## config.mk

```make
export PLATFORM = sky130hd
export DESIGN_NAME = ssd_scan_reader_flat
export DESIGN_NICKNAME = d
export VERILOG_FILES = /design/src/rtl/ssd_pkg.sv /design/src/rtl/ssd_scan_reader_if.sv /design/src/rtl/ssd_seg_decode.sv /design/src/rtl/ssd_scan_reader.sv /design/src/flat_wrapper.sv
export SDC_FILE = /design/constraint.sdc
export NUM_CORES = 1
export LEC_CHECK = 0
export ABC_AREA = 0
export BUFFER_PORTS_ARGS = -buffer_cell sky130_fd_sc_hd__buf_2
export CAP_MARGIN = 25
export CORE_MARGIN = 8
export CORE_UTILIZATION = 45
export DETAILED_ROUTE_END_ITERATION = 10
export PLACE_DENSITY = 0.73
export SLEW_MARGIN = 0
export SYNTH_ARGS = -nofsm -noshare
export SYNTH_HDL_FRONTEND = slang
export SYNTH_SLANG_ARGS = --single-unit
```

## constraint.sdc

```tcl
create_clock -name clk -period 2.56 [get_ports clk]
set_clock_uncertainty 0.15 [all_clocks]
set_input_delay 0.512 -clock clk [delete_from_list [all_inputs] [get_ports clk]]
set_output_delay 0.512 -clock clk [all_outputs]
set_load 0.01 [all_outputs]
```

## src/rtl/ssd_pkg.sv

```systemverilog
// rtl/ssd_pkg.sv - shared segment patterns, scan FSM states and select decode
// Contents: SEG_0..SEG_F and SEG_BLANK (active-low, g..a order), SEG_TABLE
// (entry i is the pattern for hex digit i), scan_state_t, sel_decode().
package ssd_pkg;

  localparam logic [6:0] SEG_0     = 7'h40;
  localparam logic [6:0] SEG_1     = 7'h79;
  localparam logic [6:0] SEG_2     = 7'h24;
  localparam logic [6:0] SEG_3     = 7'h30;
  localparam logic [6:0] SEG_4     = 7'h19;
  localparam logic [6:0] SEG_5     = 7'h12;
  localparam logic [6:0] SEG_6     = 7'h02;
  localparam logic [6:0] SEG_7     = 7'h78;
  localparam logic [6:0] SEG_8     = 7'h00;
  localparam logic [6:0] SEG_9     = 7'h10;
  localparam logic [6:0] SEG_A     = 7'h08;
  localparam logic [6:0] SEG_B     = 7'h03;
  localparam logic [6:0] SEG_C     = 7'h46;
  localparam logic [6:0] SEG_D     = 7'h21;
  localparam logic [6:0] SEG_E     = 7'h06;
  localparam logic [6:0] SEG_F     = 7'h0E;
  localparam logic [6:0] SEG_BLANK = 7'h7F;

  // Packed so that SEG_TABLE[i] is the pattern for digit i.
  localparam logic [15:0][6:0] SEG_TABLE = {
    SEG_F, SEG_E, SEG_D, SEG_C, SEG_B, SEG_A, SEG_9, SEG_8,
    SEG_7, SEG_6, SEG_5, SEG_4, SEG_3, SEG_2, SEG_1, SEG_0
  };

  typedef enum logic [1:0] {IDLE, SETTLE, HOLD} scan_state_t;

  // Returns {valid, index}; valid only when exactly one select is low.
  function automatic logic [2:0] sel_decode(input logic [3:0] an_n);
    case (an_n)
      4'b1110: return {1'b1, 2'd0};
      4'b1101: return {1'b1, 2'd1};
      4'b1011: return {1'b1, 2'd2};
      4'b0111: return {1'b1, 2'd3};
      default: return 3'b000;
    endcase
  endfunction

endpackage

```

## src/rtl/ssd_scan_reader_if.sv

```systemverilog
// rtl/ssd_scan_reader_if.sv - display bus and frame stream of the scan reader
// Signals: seg_n[6:0], an_n[3:0] (display bus, active-low); frame_data[15:0],
// frame_blank[3:0], frame_err[3:0], frame_valid, frame_ready, overrun.
// master: the reader (consumes display bus, produces frames); slave: its peer.
interface ssd_scan_reader_if;

  logic [6:0]  seg_n;
  logic [3:0]  an_n;
  logic [15:0] frame_data;
  logic [3:0]  frame_blank;
  logic [3:0]  frame_err;
  logic        frame_valid;
  logic        frame_ready;
  logic        overrun;

  modport master (
    input  seg_n, an_n, frame_ready,
    output frame_data, frame_blank, frame_err, frame_valid, overrun
  );

  modport slave (
    output seg_n, an_n, frame_ready,
    input  frame_data, frame_blank, frame_err, frame_valid, overrun
  );

endinterface

```

## src/rtl/ssd_seg_decode.sv

```systemverilog
// rtl/ssd_seg_decode.sv - combinational seven-segment pattern to nibble lookup
// Ports: seg_n[6:0] in (active-low pattern); nibble[3:0] out (0 when blank or
// unknown); blank out (all segments off); err out (not hex and not blank).
module ssd_seg_decode
  import ssd_pkg::*;
(
  input  logic [6:0] seg_n,
  output logic [3:0] nibble,
  output logic       blank,
  output logic       err
);

  logic hit;

  always_comb begin
    nibble = 4'h0;
    hit    = 1'b0;
    for (int i = 0; i < 16; i++) begin
      if (seg_n == SEG_TABLE[i]) begin
        nibble = 4'(i);
        hit    = 1'b1;
      end
    end
    blank = (seg_n == SEG_BLANK);
    err   = !hit && !blank;
  end

endmodule

```

## src/rtl/ssd_scan_reader.sv

```systemverilog
// rtl/ssd_scan_reader.sv - recovers 4-digit frames from a multiplexed display bus
// Ports: clk, rst_n (async active-low); bus (ssd_scan_reader_if.master):
// seg_n/an_n in, frame_data/frame_blank/frame_err/frame_valid/overrun out,
// frame_ready in.
module ssd_scan_reader
  import ssd_pkg::*;
#(
  parameter int STABLE_CYCLES = 8,
  parameter int NUM_DIGITS    = 4
) (
  input logic clk,
  input logic rst_n,
  ssd_scan_reader_if.master bus
);

  localparam logic [7:0]            STABLE_CNT = 8'(STABLE_CYCLES);
  localparam logic [NUM_DIGITS-1:0] ALL_DIGITS = '1;

  logic [3:0]            samp_an, prev_an;
  logic [6:0]            samp_seg, prev_seg;
  scan_state_t           state, state_nxt;
  logic [7:0]            cnt, cnt_nxt;
  logic                  capture;
  logic [2:0]            sel;
  logic                  sel_ok;
  logic [1:0]            sel_idx;
  logic                  same;
  logic [3:0]            dec_nibble;
  logic                  dec_blank, dec_err;
  logic [NUM_DIGITS-1:0] mask, mask_nxt;
  logic                  frame_done;
  logic [15:0]           stg_data, frame_data_q;
  logic [3:0]            stg_blank, stg_err, frame_blank_q, frame_err_q;
  logic                  frame_valid_q, overrun_q;

  assign sel        = sel_decode(samp_an);
  assign sel_ok     = sel[2];
  assign sel_idx    = sel[1:0];
  assign same       = ({samp_an, samp_seg} == {prev_an, prev_seg});
  // Mask is only full for the single cycle after the last digit lands.
  assign frame_done = (mask == ALL_DIGITS);

  ssd_seg_decode u_dec (
    .seg_n  (samp_seg),
    .nibble (dec_nibble),
    .blank  (dec_blank),
    .err    (dec_err)
  );

  always_comb begin
    state_nxt = state;
    cnt_nxt   = cnt;
    capture   = 1'b0;
    case (state)
      IDLE: begin
        if (sel_ok) begin
          state_nxt = SETTLE;
          cnt_nxt   = 8'd1;
        end
      end
      SETTLE: begin
        if (!sel_ok) begin
          state_nxt = IDLE;
          cnt_nxt   = 8'd0;
        end else if (!same) begin
          cnt_nxt = 8'd1;
        end else if (cnt >= STABLE_CNT) begin
          capture   = 1'b1;
          state_nxt = HOLD;
        end else if (cnt != 8'hFF) begin
          cnt_nxt = cnt + 8'd1;
        end
      end
      HOLD: begin
        // Leave only on a change so each select period captures once.
        if (!same) begin
          if (sel_ok) begin
            state_nxt = SETTLE;
            cnt_nxt   = 8'd1;
          end else begin
            state_nxt = IDLE;
            cnt_nxt   = 8'd0;
          end
        end
      end
      default: begin
        state_nxt = IDLE;
        cnt_nxt   = 8'd0;
      end
    endcase
  end

  always_comb begin
    mask_nxt = frame_done ? '0 : mask;
    if (capture) mask_nxt[sel_idx] = 1'b1;
  end

  always_ff @(posedge clk or negedge rst_n) begin
    if (!rst_n) begin
      samp_an       <= '0;
      samp_seg      <= '0;
      prev_an       <= '0;
      prev_seg      <= '0;
      state         <= IDLE;
      cnt           <= '0;
      mask          <= '0;
      stg_data      <= '0;
      stg_blank     <= '0;
      stg_err       <= '0;
      frame_data_q  <= '0;
      frame_blank_q <= '0;
      frame_err_q   <= '0;
      frame_valid_q <= 1'b0;
      overrun_q     <= 1'b0;
    end else begin
      samp_an  <= bus.an_n;
      samp_seg <= bus.seg_n;
      prev_an  <= samp_an;
      prev_seg <= samp_seg;
      state    <= state_nxt;
      cnt      <= cnt_nxt;
      mask     <= mask_nxt;
      if (capture) begin
        stg_data[{sel_idx, 2'b00} +: 4] <= dec_nibble;
        stg_blank[sel_idx]              <= dec_blank;
        stg_err[sel_idx]                <= dec_err;
      end
      if (frame_done) begin
        frame_data_q  <= stg_data;
        frame_blank_q <= stg_blank;
        frame_err_q   <= stg_err;
        frame_valid_q <= 1'b1;
        overrun_q     <= frame_valid_q && !bus.frame_ready;
      end else begin
        overrun_q <= 1'b0;
        if (frame_valid_q && bus.frame_ready) frame_valid_q <= 1'b0;
      end
    end
  end

  assign bus.frame_data  = frame_data_q;
  assign bus.frame_blank = frame_blank_q;
  assign bus.frame_err   = frame_err_q;
  assign bus.frame_valid = frame_valid_q;
  assign bus.overrun     = overrun_q;

endmodule

```

## src/flat_wrapper.sv

```systemverilog
// flat-port wrapper written by rule: the top's interface ports become plain ports
module ssd_scan_reader_flat import ssd_pkg::*;
#(
  parameter int STABLE_CYCLES = 8,
  parameter int NUM_DIGITS    = 4
)
  (clk, rst_n, bus_seg_n, bus_an_n, bus_frame_ready, bus_frame_data, bus_frame_blank, bus_frame_err, bus_frame_valid, bus_overrun);
  ssd_scan_reader_if bus_i ();
  input logic clk;
  input logic rst_n;
  input wire logic [$bits(bus_i.seg_n)-1:0] bus_seg_n;
  input wire logic [$bits(bus_i.an_n)-1:0] bus_an_n;
  input wire logic [$bits(bus_i.frame_ready)-1:0] bus_frame_ready;
  output wire logic [$bits(bus_i.frame_data)-1:0] bus_frame_data;
  output wire logic [$bits(bus_i.frame_blank)-1:0] bus_frame_blank;
  output wire logic [$bits(bus_i.frame_err)-1:0] bus_frame_err;
  output wire logic [$bits(bus_i.frame_valid)-1:0] bus_frame_valid;
  output wire logic [$bits(bus_i.overrun)-1:0] bus_overrun;
  assign bus_i.seg_n = bus_seg_n;
  assign bus_i.an_n = bus_an_n;
  assign bus_i.frame_ready = bus_frame_ready;
  assign bus_frame_data = bus_i.frame_data;
  assign bus_frame_blank = bus_i.frame_blank;
  assign bus_frame_err = bus_i.frame_err;
  assign bus_frame_valid = bus_i.frame_valid;
  assign bus_overrun = bus_i.overrun;
  ssd_scan_reader #(.STABLE_CYCLES(STABLE_CYCLES), .NUM_DIGITS(NUM_DIGITS)) u_core (.clk(clk), .rst_n(rst_n), .bus(bus_i));
endmodule
```

## After elaboration in Yosys (flattened, before gate mapping)

Cells that the tools add are included.

| word-level totals | value |
|---|---|
| bits in registers | 86 |
| bits in latches | 0 |
| bits in writable memories | 0 |
| memory bits (read-only) | 0 |
| logic and storage cells | 127 |
| memories kept | 0 |

| cells by class | value |
|---|---|
| $add $sub $neg | 2 |
| multipliers | 0 |
| div/mod/pow operators | 0 |
| order comparisons | 3 |
| equality and inequality tests | 31 |
| shift operators | 2 |
| muxes and demuxes | 61 |
| bitwise logic cells | 1 |
| reductions and logical operators | 12 |

Operator list:

| cell | number |
|---|---|
| $mux W4 | 16 |
| $mux W8 | 6 |
| $eq A7 B7 Y1 const B | 5 |
| $mux W1 | 27 |
| $pmux W8 S3 | 1 |
| $eq A7 B5 Y1 const B | 3 |
| $eq A7 B6 Y1 const B | 3 |
| $bwmux W16 | 1 |
| $eq A4 B4 Y1 const B | 4 |
| $shift A4 B6 Y16 const A | 1 |
| $shiftx A4 B6 Y16 | 1 |
| $eq A7 B2 Y1 const B | 2 |
| $eq A7 B4 Y1 const B | 2 |
| $pmux W3 S4 | 1 |
| $eq A11 B11 Y1 | 1 |
| $mux W2 | 5 |
| $add A8 B1 Y8 const B | 1 |
| $bwmux W4 | 2 |
| $ge A8 B4 Y1 const B | 1 |
| $ne A4 B4 Y1 const B | 2 |
| $ne A8 B8 Y1 const B | 1 |
| $reduce_and A4 Y1 | 2 |
| $eq A7 B3 Y1 const B | 1 |
| $logic_not A7 Y1 | 1 |
| other kinds (16) | 22 |

## Logic depth before layout (Yosys ltp)

| depth | value |
|---|---|
| depth in word-level cells | 20 |
| mapped depth | 8 |

## Hierarchy

From an unflattened synthesis, not the netlist that was laid out.

| second synthesis, totals | value |
|---|---|
| cell total of the unflattened synthesis | 313 |
| area, all modules | 3827.4 sq um |

By module, submodules not included:

| module | instances | cells an instance | area an instance (sq um) |
|---|---|---|---|
| ssd_scan_reader | 1 | 260 | 3480.8 |
| ssd_seg_decode | 1 | 53 | 346.6 |

## Least setup slack after synthesis

OpenSTA, ideal clock, no wires.

| timing | value |
|---|---|
| kind | register to register |
| start point | register u_core.samp_seg[2] |
| end point | register u_core.cnt[2] |
| arrival | 1800 ps |
| data required time | 2332 ps |
| setup slack | 533 ps |
| stages on the path, launching flop included | 8 |
| clock period less this slack | 2027 ps |
| cells stage by stage | dfrtp_1 > buf_4 > xor2_1 > nor4_2 > nand3_2 > o211ai_2 > nor4b_1 > o21bai_1 |

| on the way | value |
|---|---|
| word-level cells in the longest chain between the ends | 4 |
| elaborated cells between the ends (all ways) | 8 |

RTL lines:

| what | line | RTL |
|---|---|---|
| start: declaration | ssd_scan_reader.sv:20 | `logic [6:0] samp_seg, prev_seg;` |
| start signal: assignment | ssd_scan_reader.sv:117 | `samp_seg <= bus.seg_n;` |
| $eq A11 B11 Y1 * | ssd_scan_reader.sv:39 | `assign same = ({samp_an, samp_seg} == {prev_an, prev_seg});` |
| $mux W8 | ssd_scan_reader.sv:65 | `end else if (!same) begin` |
| $mux W8 | ssd_scan_reader.sv:62 | `if (!sel_ok) begin` |
| $pmux W8 S3 | ssd_scan_reader.sv:54 | `case (state)` |
| end signal: assignment | ssd_scan_reader.sv:121 | `cnt <= cnt_nxt;` |
| end: declaration | ssd_scan_reader.sv:22 | `logic [7:0] cnt, cnt_nxt;` |

Every way passes the cells marked *; elsewhere a longest branch is shown, timed or not.
A chain may end at the register's enable or synchronous reset.

## Worst setup path in the final report

| timing | value |
|---|---|
| start point | register u_core.samp_seg[3] |
| end point | register u_core.stg_err[0] |

| on the way | value |
|---|---|
| word-level cells in the longest chain between the ends | 20 |
| elaborated cells between the ends (all ways) | 41 |

RTL lines:

| what | line | RTL |
|---|---|---|
| $eq A7 B7 Y1 | ssd_seg_decode.sv:19 | `if (seg_n == SEG_TABLE[i]) begin` |
| $mux W1 (16 in series) | ssd_seg_decode.sv:19 |  |
| $logic_not A1 Y1 | ssd_seg_decode.sv:25 | `err = !hit && !blank;` |
| $logic_and A1 B1 Y1 | ssd_seg_decode.sv:25 |  |
| $bwmux W4 | ssd_scan_reader.sv:126 | `stg_err[sel_idx] <= dec_err;` |
| end signal: indexed assignment | ssd_scan_reader.sv:126 |  |
| end: declaration | ssd_scan_reader.sv:33 | `logic [3:0] stg_blank, stg_err, frame_blank_q, frame_err_q;` |

Several ways; a longest one is shown, not always the timed one.

==> impl_results.md <==
* Status: completed
* Die area at about 12,000 um2
* Internal power at between 0.0015 and 0.002 W
* Max Fanout on Critical Path at 10
* Total grt overflow at 0
* Synth top area share at 0.559
* CTS clk-pin slew, worst paths at 0.09 ns
* Antenna violations before repair at 0
* Pleak at 2.30 nW
* Post-route DRC at 0
* Worst-margin pin slew at 0.602 ns
* Crit path cell chain: buf_4 > xnor2_1 > a31oi_1 > o21ai_0 > a2111oi_1 > buf_4 > mux2_1
* Finished Core Util at 0.535
* Area leader, netlist: dfrtp_1
* Psw at between 0.0006 and 0.0007 W
* Max VDD drop at about 0.4 mV
* Commonest non-fill, non-tap cell in the layout: dfrtp_1
* Starting DRC count in detailed routing at 114
* Sequential power share at 0.552
* Worst hold path class: in -> async
* Final Setup Violations at 0
* CP endpoint kind: register
* Synth area leaders: dfrtp_1 (56%), mux2_2 (7.0%), ha_1 (3.2%)
* Pre-antenna DRT Iters at 4
* Setup ws final at about 0.23 ns
* Post-Place Cells at ~460
* CP dominant cell by count: buf_4
* H-Tree Depth at 3
* Worst-skew pair later-pin latency at 0.36 ns
* Slowest CP cell: a2111oi_1
* Clk root buf: clkbuf_8
* Io pins at 40
* CP Class: reg -> reg
* Via count at roughly 2,600
* Tot GR Track Use at 0.130
* Diodes inserted at 0
* Mapped Cells at 322
* Core area at 8260 um2
* Post-synth ARST share at 1.00
* Final HPWL DP at slightly above 5000 um
* Total CTS buffers at 9
* Max Fclk at 430 MHz
* Sequential-to-total area share from yosys stat at 0.559
* Setup TNS at 0 ns
* Synth cell types at 55
* Clock Path Buffers at 2
* CP arrival at 2.48 ns
* Rows at 33
* Power per Cell Area at between 500 and 600 nW/um2
* Die Wd at 109 um
* Vias in the first global route at 2,476
* Post-Place Setup Slack at ~0.23 ns
* Die Ht at 109 um
* Avg WL per Cell at 14.8 um
* Primary FF master, synth: dfrtp_1
* CP max stage delay at 0.63 ns
* Clk sinks at 86
* Nets at slightly below 400
* Fin cells at 480
* Maxcap violations at 0
* Max-slew violations at 0
* Most frequent cells in the layout: dfrtp_1 (85), buf_2 (38), nand2_1 (26)
* Synth warn at 0
* Critical Path RT at about 2.7 ns
* Net Count, Synth at ~350
* Largest net degree at the start of global routing at 87
* Syn avg cell area at 12.0 um2
* Synth-to-layout area growth at 14.8%
* Final Hold Viols at 0
* Vias per cell at around 5.4
* Initial Util at 0.466
* Yosys reg bits at 86
* RSZ-0062 raised after global routing: no
* Worst Setup Start Kind: register
* Tcrit/Tclk final at 0.909
* Total wire length at ~7100 um
* Share of cells above drive strength 1 at 0.293
* Setup Buffers After CTS at 0
* Switch share at 0.252
* Final worst path period need at 2.33 ns
* Comb power frac at 0.067
* IO buf count at 39
* Synthesized area at ~3900 um2
* Clock share of power at 0.381
* Final ANT Viol Nets at 0
* RePlAce Congestion at 0.769
* First-pass GRT wire length at 12,100 um
* CTS tree: done
* Slew HR at 0.598
* EDFF count, synth at 0
## logic make-up (layout without fill, tap and decap cells)
| family | count (synthesis) | after routing | share of synthesized area |
|---|---|---|---|
| XOR/XNOR | 14 | 14 | 0.0318 |
| flip-flops | 86 | 86 | 0.559 |
| buffers and inverters | 20 | 73 | 0.0227 |
| multiplexers | 34 | 34 | 0.0988 |
| adder cells (fa/ha/maj) | 10 | 10 | 0.0325 |
| AO/OA/AOI/OAI | 49 | 49 | 0.0926 |
| AND/OR/NAND/NOR | 109 | 109 | 0.163 |
## sequential cells by signal (all words and copies together), names as in the netlist, 7 cells and up
name	count
u_core.bus.frame_data	16
u_core.samp_seg	7
u_core.prev_seg	7
u_core.stg_data	16
u_core.cnt	8
## path summary, 6_finish.rpt
| kind | startpoint | to | slack, ns | cells past startpoint |
|---|---|---|---|---|
| worst min-delay path | rst_n | u_core.bus.frame_err[2] | 0.03 | 2 |
| max in group asynchronous | rst_n | u_core.samp_seg[4] | 1.89 | 2 |
| worst min register to register | u_core.mask[0] | u_core.mask[0] | 0.33 | 2 |
| worst max-delay path | u_core.samp_seg[3] | u_core.stg_err[0] | 0.23 | 7 |
| worst max register to register | u_core.samp_seg[3] | u_core.stg_err[0] | 0.23 | 7 |
| min in group clk | bus_seg_n[6] | u_core.samp_seg[6] | 0.10 | 1 |
## worst max-delay path, delay by kind of cell, from the launching register on
family | cells | cell delay (ns)
buffers and inverters | 2 | 0.45
DFF | 1 | 0.50
AOI/OAI and AO/OA | 3 | 0.92
muxes | 1 | 0.12
xor gates and xnor gates | 1 | 0.12
## metal layers
layer / routed length [um] / GRT usage
met5: 0 / 0
met1: 3330 / 0.171
met2: 3250 / 0.195
met3: 398 / 0.0405
met4: 149 / 0.0567
## layout make-up
type | instances | area [um2]
timing repair buffer | 50 | 293
clock inverter | 7 | 81.3
tap | 105 | 131
sequential | 86 | 2150
fill | 725 | 3840
multi-input combinational | 216 | 1610
clock buffer | 9 | 124
inverter | 7 | 26.3
## cell usage after synthesis, types with 3 or more instances
cell and count:
dfrtp_1 86, nand2_1 26, mux2_2 24, nor3_1 17
nor2_1 13, xor2_1 13, a21o_1 12, ha_1 10
mux2_1 8, inv_1 7, o21ai_0 7, and2_1 6
clkbuf_1 6, nand3_1 6, nand4_1 6, nand2b_1 5
nand3_2 5, o31ai_1 5, a21oi_1 4, buf_2 4
nand2_2 4, nand3b_1 3, o21bai_1 3, or3_1 3
## through the flow
stage	hold WS [ns]	instance area, um2	total power (W)
floorplan	0.0664	3850	0.00153
global placement	0.301	4210	0.00160
detailed placement	0.305	4210	0.00161
CTS	0.0293	4420	0.00259
global route	0.0542	4420	0.00267
finish	0.0256	4420	0.00255
## power groups by stage
stage	Clock (W)	Sequential, W	Combinational (W)
2_1_floorplan	0	0.00142	0.000108
3_3_place_gp	0	0.00143	0.000166
3_5_place_dp	0	0.00143	0.000172
4_1_cts	0.00101	0.00141	0.000172
5_1_grt	0.00107	0.00141	0.000194
6_report	0.000973	0.00141	0.000170
## what timing repair did
item | in CTS | in global routing
hold endpoints to repair | 0 | 0
endpoints found under the setup margin | 0 | 3
resized for setup | 0 | 2
hold buffers | 0 | 0
Note: power is estimated with default switching activity, not from simulation.
